File: src/rtl/pc_pkg.sv
// rtl/pc_pkg.sv - shared types and constants for the PC sequencer
package pc_pkg;

    localparam int PC_W = 32;
    localparam logic [PC_W-1:0] PC_INC = 32'd4;

    typedef enum logic [1:0] {
        ST_BOOT = 2'd0,
        ST_RUN  = 2'd1,
        ST_HALT = 2'd2
    } pc_state_e;

    function automatic logic pc_misaligned(input logic [PC_W-1:0] addr);
        return addr[1:0] != 2'b00;
    endfunction

endpackage

File: src/rtl/pc_adder.sv
// rtl/pc_adder.sv - sequential PC incrementer, wraps modulo 2^32
module pc_adder
    import pc_pkg::*;
(
    input  logic [PC_W-1:0] pc_i,
    output logic [PC_W-1:0] sum_o
);

    assign sum_o = pc_i + PC_INC;

endmodule

File: src/rtl/pc_sequencer.sv
// rtl/pc_sequencer.sv - program counter, redirect priority mux, stall/flush control
// Optional: PC_MISALIGN_TRAP_EN traps misaligned branch/jump targets and adds misalign_o.
module pc_sequencer
    import pc_pkg::*;
#(
    parameter logic [31:0] RESET_VECTOR = 32'h0000_0000,
    parameter logic [31:0] TRAP_VECTOR  = 32'h0000_0004
) (
    input  logic        clk,
    input  logic        rst,
    input  logic        stall_i,
    input  logic        halt_i,
    input  logic        resume_i,
    input  logic        jmp_i,
    input  logic [31:0] jmp_tgt_i,
    input  logic        br_i,
    input  logic [31:0] br_tgt_i,
    input  logic        exc_i,
`ifdef PC_MISALIGN_TRAP_EN
    output logic        misalign_o,
`endif
    output logic [31:0] pc_o,
    output logic [31:0] pc_plus4_o,
    output logic        fetch_vld_o,
    output logic        flush_ifid_o,
    output logic        flush_idex_o
);

    pc_state_e   state_q, state_d;
    logic [31:0] pc_q, pc_d;
    logic        pend_vld_q, pend_vld_d;
    logic [31:0] pend_tgt_q, pend_tgt_d;
    logic [31:0] jmp_sel_tgt;
`ifdef PC_MISALIGN_TRAP_EN
    logic        misalign_q, misalign_d;
`endif

    pc_adder u_pc_adder (
        .pc_i  (pc_q),
        .sum_o (pc_plus4_o)
    );

    // A live ID jump always supersedes an older latched one.
    assign jmp_sel_tgt = jmp_i ? jmp_tgt_i : pend_tgt_q;

    always_comb begin
        state_d      = state_q;
        pc_d         = pc_q;
        pend_vld_d   = pend_vld_q;
        pend_tgt_d   = pend_tgt_q;
        fetch_vld_o  = 1'b0;
        flush_ifid_o = 1'b0;
        flush_idex_o = 1'b0;
`ifdef PC_MISALIGN_TRAP_EN
        misalign_d   = 1'b0;
`endif
        case (state_q)
            ST_BOOT: begin
                state_d = ST_RUN;
            end
            ST_RUN: begin
                fetch_vld_o = 1'b1;
                state_d     = halt_i ? ST_HALT : ST_RUN;
                if (exc_i) begin
                    pc_d         = TRAP_VECTOR;
                    flush_ifid_o = 1'b1;
                    flush_idex_o = 1'b1;
                    pend_vld_d   = 1'b0;
                    state_d      = ST_RUN;
                end else if (br_i) begin
                    pc_d         = br_tgt_i;
                    flush_ifid_o = 1'b1;
                    flush_idex_o = 1'b1;
                    pend_vld_d   = 1'b0;
`ifdef PC_MISALIGN_TRAP_EN
                    if (pc_misaligned(br_tgt_i)) begin
                        pc_d       = TRAP_VECTOR;
                        misalign_d = 1'b1;
                    end
`endif
                end else if ((jmp_i || pend_vld_q) && !stall_i) begin
                    pc_d         = jmp_sel_tgt;
                    flush_ifid_o = 1'b1;
                    pend_vld_d   = 1'b0;
`ifdef PC_MISALIGN_TRAP_EN
                    if (pc_misaligned(jmp_sel_tgt)) begin
                        pc_d         = TRAP_VECTOR;
                        flush_idex_o = 1'b1;
                        misalign_d   = 1'b1;
                    end
`endif
                end else if (jmp_i) begin
                    // Stalled jump: remember it, release when the stall drops.
                    pend_vld_d = 1'b1;
                    pend_tgt_d = jmp_tgt_i;
                end else if (!stall_i) begin
                    pc_d = pc_plus4_o;
                end
            end
            ST_HALT: begin
                if (exc_i) begin
                    pc_d         = TRAP_VECTOR;
                    flush_ifid_o = 1'b1;
                    flush_idex_o = 1'b1;
                    pend_vld_d   = 1'b0;
                    state_d      = ST_RUN;
                end else if (resume_i) begin
                    state_d = ST_RUN;
                end
            end
            default: begin
                state_d = ST_BOOT;
            end
        endcase
    end

    always_ff @(posedge clk) begin
        if (rst) begin
            state_q    <= ST_BOOT;
            pc_q       <= RESET_VECTOR;
            pend_vld_q <= 1'b0;
            pend_tgt_q <= '0;
        end else begin
            state_q    <= state_d;
            pc_q       <= pc_d;
            pend_vld_q <= pend_vld_d;
            pend_tgt_q <= pend_tgt_d;
        end
    end

`ifdef PC_MISALIGN_TRAP_EN
    always_ff @(posedge clk) begin
        if (rst) begin
            misalign_q <= 1'b0;
        end else begin
            misalign_q <= misalign_d;
        end
    end

    assign misalign_o = misalign_q;
`endif

    assign pc_o = pc_q;

endmodule

File: config.mk
export PLATFORM = sky130hd
export DESIGN_NAME = pc_sequencer
export DESIGN_NICKNAME = d
export VERILOG_FILES = /design/src/rtl/pc_pkg.sv /design/src/rtl/pc_adder.sv /design/src/rtl/pc_sequencer.sv
export SDC_FILE = /design/constraint.sdc
export NUM_CORES = 1
export LEC_CHECK = 0
export ABC_CLOCK_PERIOD_IN_PS = 4280
export CORE_AREA = 2 2 99 101
export DETAILED_ROUTE_END_ITERATION = 16
export DIE_AREA = 0 0 101 103
export PLACE_DENSITY = 0.95
export REMOVE_ABC_BUFFERS = 1
export SETUP_SLACK_MARGIN = 0.1
export SLEW_MARGIN = 20
export SYNTH_ARGS = -nofsm -noshare
export SYNTH_HDL_FRONTEND = slang
export SYNTH_SLANG_ARGS = --single-unit
export TNS_END_PERCENT = 20
File: constraint.sdc
create_clock -name clk -period 4.28 [get_ports clk]
set_clock_uncertainty 0.05 [all_clocks]
set_input_delay 1.07 -clock clk [delete_from_list [all_inputs] [get_ports clk]]
set_output_delay 1.07 -clock clk [all_outputs]
set_load 0.005 [all_outputs]
# Yosys cells after proc, flatten, opt, wreduce, memory -nomap -nowiden
# Index checks and enable logic that the tools add are counted.
op_classes:
  n_addsub: 1
  mul: 0
  n_div: 0
  order_cmp: 0
  eq_ne: 7
  shifts: 0
  mux: 28
  n_bitwise: 3
  reduce_logical: 8
ops:
  columns: ["cell", "n"]
  rows:
  - ["$mux 32", 7]
  - ["$pmux 32 s2", 1]
  - ["$add 32x3->32 const B", 1]
  - ["$ne 5x5->1 const B", 3]
  - ["$mux 1", 12]
  - ["$mux 2", 4]
  - ["$reduce_and 4->1", 2]
  - ["$pmux 1 s2", 3]
  - ["$pmux 2 s3", 1]
  - ["$ne 3x3->1 const B", 1]
  - ["$not 1->1", 3]
  - ["$reduce_and 3->1", 1]
  - ["$eq 2x1->1 const B", 1]
  - ["$eq 2x2->1 const B", 1]
  - ["$logic_not 2->1", 1]
  - ["$ne 2x2->1 const B", 1]
  - ["$reduce_bool 2->1", 1]
  - ["$logic_and 1x1->1", 1]
  - ["$logic_not 1->1", 1]
  - ["$logic_or 1x1->1", 1]
word_totals:
  reg_bits: 67
  latchBits: 0
  mem_bits_rw: 0
  romBits: 0
  input_bits: 72
  word_cells: 51
  n_memories: 0

# Depth between registers and ports, before layout
depth:
  word_depth: 7
  depth_mapped: 9
  mapped_depth_nobuf: 7

# Cells and area by module
# From an unflattened synthesis, not the netlist that was laid out.
hier_totals:
  hier_cells: 457
  hier_area_um2: 4055.1
by_module_without_submodules:
  columns: ["module", "instances", "cells_per_inst", "area_per_inst_um2"]
  rows:
  - ["pc_sequencer", 1, 374, 3474.6]
  - ["pc_adder", 1, 83, 580.6]

# Worst setup path before layout
# No wires, ideal clock.
synth_timing:
  kind: "input to output"
  startpoint: "in br_i"
  endpoint: "out flush_idex_o"
  arrival_ns: 2.025
  t_required_ns: 3.160
  path_slack_ns: 1.135
  cell_stages: 5
  cell_sequence: "buf_4 clkbuf_1 clkbuf_1 nand2_1 a21boi_0"
synth_via:
  elab_chain_len: 3
synth_lines:
  columns: ["element", "line_no", "text"]
  rows:
  - ["start: declaration", "pc_sequencer.sv:16", "input logic br_i,"]
  - ["$mux 1", "pc_sequencer.sv:70", "end else if (br_i) begin"]
  - ["$mux 1", "pc_sequencer.sv:64", "if (exc_i) begin"]
  - ["$pmux 1 s2", "pc_sequencer.sv:57", "case (state_q)"]
  - ["end: declaration", "pc_sequencer.sv:26", "output logic flush_idex_o"]
# No other way between the ends.

# Worst setup path after layout
layout_timing:
  startpoint: "reg pc_q[8] (netlist: pc_o[8])"
  endpoint: "out pc_plus4_o[28]"
layout_via:
  elab_chain_len: 1
layout_lines:
  columns: ["element", "line_no", "text"]
  rows:
  - ["start: declaration", "pc_sequencer.sv:30", "logic [31:0] pc_q, pc_d;"]
  - ["start signal: assignment", "pc_sequencer.sv:125", "pc_q <= pc_d;"]
  - ["$add 32x3->32", "pc_adder.sv:9", "assign sum_o = pc_i + PC_INC;"]
  - ["end: declaration", "pc_sequencer.sv:23", "output logic [31:0] pc_plus4_o,"]
# No other way between the ends.

==> impl_metrics.tcl <==
set metrics [dict create \
    synth_edf_count 0 \
    crit_slowest_cell "clkdlybuf4s50_1" \
    power.switching_w 0.0004654 \
    clkPwrFrac_pct 39.7 \
    yosys.area_share.adder_pct 1.636 \
    final_area_um2 6218 \
    clk_latency_ns 0.35 \
    yosys.area_share.simple_pct 23.42 \
    tightest_slew_ns 0.7744 \
    setup_tns_ns 0 \
    io_buffers 138 \
    gp_congestion 0.9494 \
    grt_usage_pct 28.38 \
    antenna_cells 0 \
    gr-total-overflow 0 \
    synthArstFlopShare_pct 0 \
    finalWirelength_um 15350 \
    post-route-min-period_ns 3.901 \
    nNetsFinal 757 \
    synth_compound_area_share_pct 20.97 \
    slew_headroom_pct 48.25 \
    rsz0062_at_grt "false" \
    syn_area_um2 4589 \
    synthFlopType "dfxtp_1" \
    ctsResizeCount 0 \
    hpwl_um 11050 \
    synth.yosys.seq_area_share_pct 29.23 \
    synth_warnings 0 \
    crit_path_end_kind "output port" \
    path_max_fanout 11 \
    fin_util_pct 65.74 \
    initial_core_util_pct 48.52 \
    io_pins 139 \
    synth.avg_cell_area_um2 8.210 \
    maxClockFrequency_ghz 0.2563 \
    required_ns 3.16 \
    core_um2 9459 \
    synth_cells 559 \
    hold_path.class "flip-flop to flip-flop" \
    synth_cell_type_count 79 \
    cpPeakStageDelay_ns 0.55 \
    clock-sinks 67 \
    outcome "complete, no violations" \
    cts_setup_buffers 0 \
    num_vias 4971 \
    hold_viol 0 \
    setup_violations 0 \
    synthXorXnorAreaFrac_pct 5.153 \
    dpl_cell_area_um2 5958 \
    grt_pass1_vias 4692 \
    comb_power_share_pct 21.3 \
    path_clk_slew_ns 0.07 \
    drt_iter0_drc 364 \
    cts.path.max_buffers 2 \
    vdd_drop_max_mv 0.1873 \
    r2r_setup_slack_ns 1.75 \
    dieArea_um2 10400 \
    viasPerCell 6.229 \
    crit_chain "and4_1 > and3_1 > nand4_1 > xnor2_1 > clkdlybuf4s50_1" \
    period_share_pct 91.14 \
    grt_pass1_wl_um 23200 \
    drt_pass1_iterations 5 \
    clockRootBuffer "clkbuf_8" \
    drive_gt1_share_pct 8.626 \
    power_frac_seq_pct 39.0 \
    die_h_um 103 \
    maxCapViolations 0 \
    area_growth_pct 35.50 \
    synth_top_family_by_area "simple AND/OR/NAND/NOR gates" \
    rows 36 \
    remaining_drc_errors 0 \
    power_density_nw_per_um2 279.7 \
    cts_hold_buf 0 \
    cts_tree "done" \
    wire_per_inst_um 19.24 \
    antenna_left 0 \
    crit_arrival_ns 2.78 \
    synthMuxAreaShare_pct 12.51 \
    fill_cells 798 \
    fp.dieW_um 101 \
    htreeDepth 3 \
    antenna_found_initial 1 \
    fin_total_pwr_w 0.001739 \
    p_leak_nw 2.279 \
    grt_max_degree 51 \
    synth_seq_cells 67 \
    numCtsBuffers 9 \
    internal-power_w 0.001274 \
    path_class "flip-flop to output port" \
    startpoint_type "flip-flop" \
    sw_frac_of_total_pct 26.76 \
    drv_slew 0 \
]
==> cells in the mapped netlist (3+ instances only) <==
cell,count,area [um2]
mux2i_1,54,540.5
o211a_1,3,30.03
o211ai_1,3,22.52
o21ai_1,4,20.02
nand3_1,20,100.1
buf_6,4,45.04
ha_1,6,75.07
xor2_1,3,26.28
clkbuf_1,16,60.06
nor3_1,15,75.07
and3_1,5,31.28
buf_2,11,55.05
a211oi_1,7,52.55
and2_1,6,37.54
inv_1,23,86.33
o21ai_0,24,120.1
o32ai_1,3,26.28
dfxtp_1,67,1341
xnor2_1,24,210.2
o31ai_1,5,37.54
nand2_1,47,176.4
nand2b_1,6,37.54
mux2_2,3,33.78
a22oi_1,4,30.03
buf_4,10,75.07
nand4_1,8,50.05
o2bb2ai_1,4,35.03
a21oi_1,32,160.2
o21a_1,5,37.54
a32oi_1,3,26.28
a221oi_1,10,87.58
a21o_1,5,37.54
nor4_1,4,25.02
a31oi_1,5,31.28
nor2_1,50,187.7
nor2b_1,5,31.28
==> final cells by class <==
cell class              count  area (um2)  area share [%]
flip-flops and latches     67        1341           21.57
inverters                  23       86.33           1.388
clock buffers              12       165.2           2.656
well taps                 114       142.6           2.294
multi-input cells         427        2924           47.02
clock inverters             4       95.09           1.529
repair buffers            151        1464           23.54
==> final timing paths <==
check	startpoint	endpoint	cells past startpoint
worst max-delay path	pc_o[8]$_SDFFE_PP0P_	pc_plus4_o[28]	5
worst min-delay path	pc_o[1]$_SDFFE_PP0P_	pc_o[1]$_SDFFE_PP0P_	2
worst max register to register	state_q[1]$_SDFFE_PP0P_	pc_o[24]$_SDFFE_PP0P_	7
worst min register to register	pc_o[1]$_SDFFE_PP0P_	pc_o[1]$_SDFFE_PP0P_	2
==> per-stage QoR <==
step / worst slack, ns / hold WS, ns / instances
after detailed placement: 0.4914 / 0.4327 / 782
after global placement: 0.4896 / 0.4073 / 782
after floorplan: 0.8731 / 0.4020 / 517
final: 0.3791 / 0.4409 / 798
after global routing: 0.2258 / 0.4642 / 798
after CTS: 0.4271 / 0.4466 / 798
==> sequential cells by signal (all words and copies together), names as in the netlist <==
register	cells
pc_o	32
state_q	2
pend_tgt_q	32
pend_vld_q	1
==> critical path: cells and delay by family, from the launching register on <==
family / cells / cell delay (ns)
and+or+nand+nor: 3 / 1.06
DFF: 1 / 0.53
buffers and inverters: 1 / 0.55
xor gates and xnor gates: 1 / 0.28
==> layout by cell type (no fill, tap or decap), types with 7 or more instances in the layout <==
cell             instances
a221oi_1                10
nand2_1                 47
xnor2_1                 24
nor2_1                  50
mux2i_1                 54
o21ai_0                 24
nor3_1                  15
clkdlybuf4s50_1        135
nand3_1                 20
buf_4                   13
inv_1                   23
clkbuf_8                12
a21oi_1                 32
a211oi_1                 7
nand4_1                  8
dfxtp_1                 67
==> logic make-up (layout without fill, tap and decap cells) <==
kind of cell | after synthesis | count (layout)
DFF | 67 | 67
and+or+nand+nor | 197 | 197
buffers and inverters | 65 | 190
muxes | 57 | 57
AOI/OAI and AO/OA | 140 | 140
xor gates and xnor gates | 27 | 27
adders and majority gates | 6 | 6
==> layer usage <==
metal,track usage (%),vias to the layer above,part of all wire [%],wire [um]
met5,0,-,0.085,13
met2,47.85,281,48,7401
li1,-,2268,-,-
met1,34.41,2368,39,6051
met4,12.79,2,3.2,491
met3,6.983,52,9.1,1392
==> power groups by stage <==
stage | combinational [W] | clock [W] | sequential, W
global route | 0.000395 | 0.000716 | 0.000681
global placement | 0.000353 | 0 | 0.000688
floorplan | 0.000148 | 0 | 0.000685
detailed placement | 0.000364 | 0 | 0.000691
CTS | 0.000366 | 0.000688 | 0.000677
finish | 0.000371 | 0.000690 | 0.000679
(Power assumes the default switching activity.)
